File: src/rtl/simd_add_unpack.sv
// Unpacks a 48-bit SIMD result word (4x12 or 2x24 lanes) into a stream of
// individually handshaked lanes, skipping lanes disabled by the mask.
//
// state | meaning
// IDLE  | waiting for a packed word; in_ready high when enabled
// DRAIN | presenting enabled lanes of the held word, lowest index first
module simd_add_unpack #(
    parameter int PACK_W     = 48,
    parameter int LANE_MAX_W = 24
) (
    input  logic                  ap_clk,
    input  logic                  ap_rst_n,
    input  logic                  ap_ce,
    input  logic                  in_valid,
    output logic                  in_ready,
    input  logic [PACK_W-1:0]     in_data,
    input  logic                  in_mode,
    input  logic [3:0]            in_mask,
    output logic                  out_valid,
    input  logic                  out_ready,
    output logic [LANE_MAX_W-1:0] out_data,
    output logic [1:0]            out_lane,
    output logic                  out_last
);

    localparam logic [0:0] IDLE  = 1'b0;
    localparam logic [0:0] DRAIN = 1'b1;

    logic [0:0]            state;
    logic [PACK_W-1:0]     hold_data;
    logic                  hold_mode;
    logic [3:0]            hold_mask;

    logic [3:0]            eff_mask;
    logic                  accept;
    logic                  handshake;

    logic [3:0]            sel_mask;
    logic [PACK_W-1:0]     sel_data;
    logic                  sel_mode;
    logic [1:0]            sel_idx;
    logic [3:0]            sel_rest;
    logic [11:0]           sel_l12;
    logic [23:0]           sel_l24;
    logic [LANE_MAX_W-1:0] sel_lane;

    assign eff_mask  = in_mode ? {2'b00, in_mask[1:0]} : in_mask;
    assign in_ready  = (state == IDLE) & ap_ce & ap_rst_n;
    assign accept    = in_valid & in_ready;
    assign handshake = out_valid & out_ready & ap_ce;

    // In IDLE the lane picker looks at the incoming word so the first lane is
    // registered on the accept edge; in DRAIN it looks at the remaining lanes.
    always_comb begin
        sel_mask = (state == IDLE) ? eff_mask : hold_mask;
        sel_data = (state == IDLE) ? in_data  : hold_data;
        sel_mode = (state == IDLE) ? in_mode  : hold_mode;
        sel_idx  = 2'd0;
        for (int i = 3; i >= 0; i--) begin
            if (sel_mask[i]) sel_idx = i[1:0];
        end
        sel_rest = sel_mask & ~(4'b0001 << sel_idx);
        case (sel_idx)
            2'd0:    sel_l12 = sel_data[11:0];
            2'd1:    sel_l12 = sel_data[23:12];
            2'd2:    sel_l12 = sel_data[35:24];
            default: sel_l12 = sel_data[47:36];
        endcase
        sel_l24  = sel_idx[0] ? sel_data[47:24] : sel_data[23:0];
        sel_lane = sel_mode ? sel_l24 : {{(LANE_MAX_W-12){1'b0}}, sel_l12};
    end

    always_ff @(posedge ap_clk or negedge ap_rst_n) begin
        if (!ap_rst_n) begin
            state     <= IDLE;
            hold_data <= '0;
            hold_mode <= 1'b0;
            hold_mask <= 4'b0;
            out_valid <= 1'b0;
            out_data  <= '0;
            out_lane  <= 2'd0;
            out_last  <= 1'b0;
        end else if (ap_ce) begin
            case (state)
                IDLE: begin
                    if (accept) begin
                        hold_data <= in_data;
                        hold_mode <= in_mode;
                        if (eff_mask != 4'b0) begin
                            state     <= DRAIN;
                            out_valid <= 1'b1;
                            out_data  <= sel_lane;
                            out_lane  <= sel_idx;
                            out_last  <= (sel_rest == 4'b0);
                            hold_mask <= sel_rest;
                        end else begin
                            hold_mask <= 4'b0;
                        end
                    end
                end
                default: begin
                    if (handshake) begin
                        if (out_last) begin
                            state     <= IDLE;
                            out_valid <= 1'b0;
                        end else begin
                            out_data  <= sel_lane;
                            out_lane  <= sel_idx;
                            out_last  <= (sel_rest == 4'b0);
                            hold_mask <= sel_rest;
                        end
                    end
                end
            endcase
        end
    end

endmodule
File: config.mk
export PLATFORM = sky130hd
export DESIGN_NAME = simd_add_unpack
export DESIGN_NICKNAME = d
export VERILOG_FILES = /design/src/rtl/simd_add_unpack.sv
export SDC_FILE = /design/constraint.sdc
export NUM_CORES = 1
export LEC_CHECK = 0
export ABC_CLOCK_PERIOD_IN_PS = 2300
export CORE_ASPECT_RATIO = 0.8
export CORE_MARGIN = 4
export CORE_UTILIZATION = 52
export CTS_CLUSTER_DIAMETER = 40
export DETAILED_ROUTE_END_ITERATION = 12
export PLACE_DENSITY = 0.82
export SLEW_MARGIN = 20
export SYNTH_ARGS = -nofsm -noshare
export SYNTH_HDL_FRONTEND = slang
export SYNTH_SLANG_ARGS = --single-unit
File: constraint.sdc
create_clock -name ap_clk -period 2.3 [get_ports ap_clk]
set_input_delay 0.575 -clock ap_clk [delete_from_list [all_inputs] [get_ports ap_clk]]
set_output_delay 0.575 -clock ap_clk [all_outputs]
set_load 0.05 [all_outputs]
==> results.yml, run 1 <==
floorplan:
  dieWidth_um: 111.2
  std_cell_rows: 29
  io_pins: 87
  die_h_um: 90.55
  core_area_sq_mm: 0.008128
  die_area_sq_mm: 0.01007
  start_util_pct: 54.50
setup_path:
  worstPathRequired_ns: 2.52
  crit_arrival_ns: 2.46
  criticalPathCategory: "primary input to flip-flop"
  critPathTopFamily: "compound AO/OA/AOI/OAI gates"
  slowest_stage: "clkdlybuf4s50_1"
  worstPathMaxFanout: 12
  slowest_delay_ns: 0.49
  start_kind: "primary input"
  cp.buffers_inverters: 1
  cp-end-kind: "flip-flop"
  crit_chain: "clkdlybuf4s50_1 -> o21bai_1 -> o21a_1 -> a21o_1 -> a221oi_1 -> o311ai_1"
synth:
  synth-compound-area-share_pct: 12.23
  async_reset_ff_share_pct: 100.0
  synth-xor-area-share_pct: 0
  synth_edf_count: 0
  synth_top_family_by_area: "multiplexers"
  synth_area_leaders: "dfrtp_1 46%, mux2_2 16%, mux2i_1 12%"
  netlist_area_sq_mm: 0.004429
  synth_top_flop_cell: "dfrtp_1"
  yosys.area_share.simple_pct: 9.746
  syn_nets: 440
  avgSynthCellArea_sq_um: 11.59
  synthCells: 382
  synth-seq-cells: 82
  synth_warnings: 0
  synth_top_area_share_pct: 46.33
  ys_types: 38
  yosys-mux-area-fraction_pct: 27.63
  synth_top_area_cell: "dfrtp_1"
  ys_seq_area_share_pct: 46.33
  synth_fa_ha_area_share_pct: 0
detailed_routing:
  routed_via_density: 6.002
  drt_first_pass_iters: 5
  ant_nets: 0
  via_count: 3535
  routed.top_layer: "met4"
  drc: 0
  route.met2.wl_mm: 4.904
  met1_length_mm: 5.352
  drtIter0Drc: 237
  route.met3.wl_mm: 1.026
  wirelength_mm: 11.44
  wire_per_inst_um: 19.42
clock_network:
  root_buffer: "clkbuf_8"
  clk_pin_slew_ns: 0.09
  cts_buffers: 9
  cts_tree: "yes"
  cts_hold_buf: 0
  cts_buffer_depth: 2
  clkLatencyLatePin_ns: 0.36
  cts_setup_buffers: 0
  htree_levels: 3
  cts.sinks: 82
  cts-resized-gates: 0
pwr:
  p_sw_uw: 3413
  p_per_area_mw_per_mm2: 1416
  leakage_uw: 0.002495
  vdd_drop_max_mv: 0.8647
  switching_share_pct: 42.13
  power_frac_seq_pct: 31.9
  pwr-share-clk_pct: 14.3
  power.share.combinational_pct: 53.7
  internal-power_uw: 4687
place:
  place.port_buffers: 86
  pre_cts_ws_ns: -0.3024
  gp_congestion: 0.8459
  dp.cells: 573
  hpwlAfterDp_mm: 8.334
global_routing:
  grt_pass1_vias: 3552
  grt_max_degree: 43
  groute.usage.overall_pct: 23.02
  grt_pass1_wl_mm: 18.61
  antenna_found_initial: 0
  overflow: 0
timing:
  hold_ws_ns: 0.3099
  max_slew.worst_pin.slew_ns: 0.5410
  period_share_pct: 97.14
  hold_violations: 0
  min_period_ns: 2.234
  setup_viol: 0
  setup_tns_ns: 0
  clock_skew_ns: 0.01135
  max_freq_mhz: 447.6
  slew_headroom_pct: 63.93
  fin_ws_ns: 0.06578
  final_max_slew_viol_count: 0
  rsz0062_at_grt: "no"
layout:
  nNetsFinal: 534
  final_cell_mix: "84 x clkdlybuf4s50_1, 81 x dfrtp_1, 62 x mux2_2"
  diodes: 0
  drive_gt1_share_pct: 22.66
  mostFrequentLayoutCell: "clkdlybuf4s50_1"
  area_growth_pct: 29.18
  stdcell_count: 589
job:
  cap_violations: 0
hold_path:
  hold_path_class: "primary input to async pin"
run_status:
  status: "completed"
[final cells by class]
type / count / area [sq um]
clock buffers: 11 / 141.4
clock inverters: 5 / 77.57
fillers: 613 / 2406
inverters: 1 / 3.754
multi-input cells: 273 / 2203
flip-flops and latches: 82 / 2053
well taps: 108 / 135.1
repair buffers: 109 / 1107
[cells in the mapped netlist, drive strengths merged, types with 2 or more instances]
master	count
dfrtp	82
mux2	63
mux2i	51
nand2	51
buf	20
nor2	16
a22o	14
o211ai	13
o311ai	12
a221oi	11
nor2b	10
clkbuf	6
o21ai	6
a21oi	4
nor3b	3
a21o	2
a32o	2
and2	2
nand2b	2
[per-stage QoR]
stage          power (uW)  utilization (%)  instance area, sq um
3_3_place_gp         6743            67.58                  5493
6_report             8100            70.40                  5722
4_1_cts              8077            70.27                  5712
3_5_place_dp         6892            67.58                  5493
2_1_floorplan        5620                -                  4429
5_1_grt              8534            70.40                  5722
[path summary, 6_finish.rpt]
| check | slack [ns] | cells past startpoint | startpoint | to |
|---|---|---|---|---|
| hold / removal | 0.31 | 2 | ap_rst_n | hold_data[46] |
| setup reg to reg | 0.20 | 6 | state | out_data[4] |
| setup / recovery | 0.07 | 6 | in_mode | out_data[8] |
| max in group asynchronous | 1.59 | 2 | ap_rst_n | hold_data[18] |
| min in group ap_clk | 0.50 | 1 | hold_data[4] | hold_data[4] |
| hold reg to reg | 0.50 | 1 | hold_data[4] | hold_data[4] |
[cells by family after synthesis]
family	count (synthesis)
AO/OA/AOI/OAI	68
multiplexers	114
AND/OR/NAND/NOR	91
flip-flops	82
buffers and inverters	27
[registers in the layout, summed over array words and instances (netlist names)]
signal / cells
state: 1
out_valid: 1
hold_data: 48
out_data: 24
out_lane: 2
hold_mode: 1
out_last: 1
hold_mask: 4
[layer usage]
| layer | vias up | GRT usage (%) |
|---|---|---|
| met3 | 16 | 5.961 |
| met4 | 0 | 6.484 |
| li1 | 1605 | - |
| met5 | - | 0 |
| met2 | 179 | 32.03 |
| met1 | 1735 | 35.21 |
[power by group through the flow]
stage	clock (uW)	sequential, uW	combinational, uW
floorplan	0	3210	2410
global route	1240	2670	4620
global placement	0	2560	4180
finish	1160	2590	4350
detailed placement	0	2600	4300
CTS	1180	2580	4320
Note: power is estimated with default switching activity, not from simulation.
==> run 2: changes to the inputs <==
- CORE_MARGIN: 4 -> not set
==> run 2 against run 1 <==
  * Combinational power increased by 3%
  * Final cell count increased by 0.85%
  * Worst setup slack improved by 0.066 ns
  * Sequential power about the same
  * Clock skew decreased by 0.0053 ns
  * Global-route usage increased by 4.2 points
  * Final area increased by 1.2%
  * Sequential cell count unchanged
  * Largest cell class unchanged
==> results.yml, run 2 (same netlist as run 1, synthesis figures left out) <==
timing:
  clock_skew_ns: 0.006073
  period_share_pct: 94.29
  max_slew.worst_pin.slew_ns: 0.5467
  min_period_ns: 2.169
  max_freq_mhz: 461.1
  hold_violations: 0
  rsz0062_at_grt: "no"
  final_max_slew_viol_count: 0
  hold_ws_ns: 0.3082
  setup_viol: 0
  slew_headroom_pct: 63.55
setup_path:
  worstPathMaxFanout: 13
  slowest_delay_ns: 0.45
  start_kind: "primary input"
  reg2reg_from: "state"
  crit_chain: "clkdlybuf4s50_1 -> buf_4 -> o21bai_1 -> o21a_1 -> buf_4 -> nor2_2 -> buf_12 -> a221oi_1 -> o311ai_1"
  crit_start: "in_mask[2]"
  slowest_stage: "clkdlybuf4s50_1"
  criticalPathCategory: "primary input to flip-flop"
  crit_arrival_ns: 2.40
  ff2ff_setup_slack_ns: 0.16
  worstPathRequired_ns: 2.53
  cp-end-kind: "flip-flop"
  cpMostUsedCell: "buf_4"
clock_network:
  cts_buffer_depth: 2
  cts_hold_buf: 0
  clk_pin_slew_ns: 0.09
  htree_levels: 3
  cts.sinks: 82
  root_buffer: "clkbuf_8"
  cts_tree: "yes"
  cts_buffers: 9
  clkLatencyLatePin_ns: 0.36
layout:
  diodes: 0
  nFillCells: 561
  top_regs: "hold_data (48), out_data (24), hold_mask (4)"
  multiInputGateArea_sq_mm: 0.002203
  utilization_pct: 71.58
  largest_reg_flops: 48
  regMostFlops: "hold_data"
  area_growth_pct: 30.76
  drive_gt1_share_pct: 23.66
  mostFrequentLayoutCell: "clkdlybuf4s50_1"
  seq_area_sq_mm: 0.002053
  nNetsFinal: 539
  final_cell_mix: "84 x clkdlybuf4s50_1, 81 x dfrtp_1, 62 x mux2_2"
floorplan:
  core_area_sq_mm: 0.008092
  start_util_pct: 54.74
  std_cell_rows: 29
  die_area_sq_mm: 0.008893
  io_pins: 87
  dieWidth_um: 105.2
  die_h_um: 84.55
global_routing:
  grt_max_degree: 52
  grt_pass1_wl_mm: 18.61
  antenna_found_initial: 0
  overflow: 0
  groute.usage.overall_pct: 27.22
  grt_pass1_vias: 3660
detailed_routing:
  ant_nets: 0
  drtIter0Drc: 220
  routed_via_density: 5.934
  via_count: 3525
  wire_per_inst_um: 19.18
  drt_first_pass_iters: 6
  wirelength_mm: 11.40
  drc: 0
pwr:
  vdd_drop_max_mv: 0.7736
  leakage_uw: 0.002530
  p_per_area_mw_per_mm2: 1418
hold_path:
  hold_path_class: "primary input to async pin"
place:
  hpwlAfterDp_mm: 8.052
  place.port_buffers: 86
  gp_congestion: 0.8582
job:
  cap_violations: 0
run_status:
  status: "completed"
==> run 2: metrics by stage <==
step                      cells  worst slack [ns]  total power [uW]  TNS, ns  cell area (sq um)
after global placement      578           -0.2404              6866   -5.549               5568
after CTS                   594           0.05815              8202        0               5786
after floorplan             382           0.04750              5620        0               4429
after detailed placement    578           -0.2988              7033   -6.094               5568
final                       594            0.1313              8210        0               5792
after global routing        594           0.04136              8656        0               5792
==> run 2: cell type report <==
| cell class | count | area share (%) |
|---|---|---|
| well taps | 108 | 2.333 |
| clock buffers | 9 | 2.139 |
| multi-input cells | 273 | 38.04 |
| inverters | 1 | 0.06481 |
| clock inverters | 7 | 1.620 |
| repair buffers | 114 | 20.35 |
| flip-flops and latches | 82 | 35.45 |
==> run 2: layer usage <==
metal  GRT usage [%]  share of wire (%)  vias to the layer above
li1                -                  -                     1609
met1           39.56                 48                     1737
met2           40.37                 43                      161
met3           6.599                6.9                       18
met4           8.323                1.3                        0
met5               0                  0                        -
==> run 2: critical path: cells and delay by family <==
family / cells / cell delay, ns
AOI/OAI and AO/OA: 4 / 0.88
buffers and inverters: 4 / 0.91
and+or+nand+nor: 1 / 0.05
==> run 2: final timing paths <==
check	endpoint	cells past startpoint
worst max-delay path	out_data[6]	9
worst min-delay path	hold_mode	2
worst max register to register	out_data[10]	5
worst min register to register	out_lane[1]	2
max in group asynchronous	state	2
min in group ap_clk	out_lane[1]	2
==> run 2: where the power goes <==
| part | total [uW] | switching [uW] | internal [uW] |
|---|---|---|---|
| combinational | 4480 | 2470 | 2010 |
| sequential | 2580 | 452 | 2130 |
| clock | 1140 | 536 | 609 |
| total | 8210 | 3460 | 4750 |
==> run 2: repair_timing <==
item                       CTS  global route
setup buffers                0             0
gates resized for setup      0             1
setup endpoints to repair    0            15
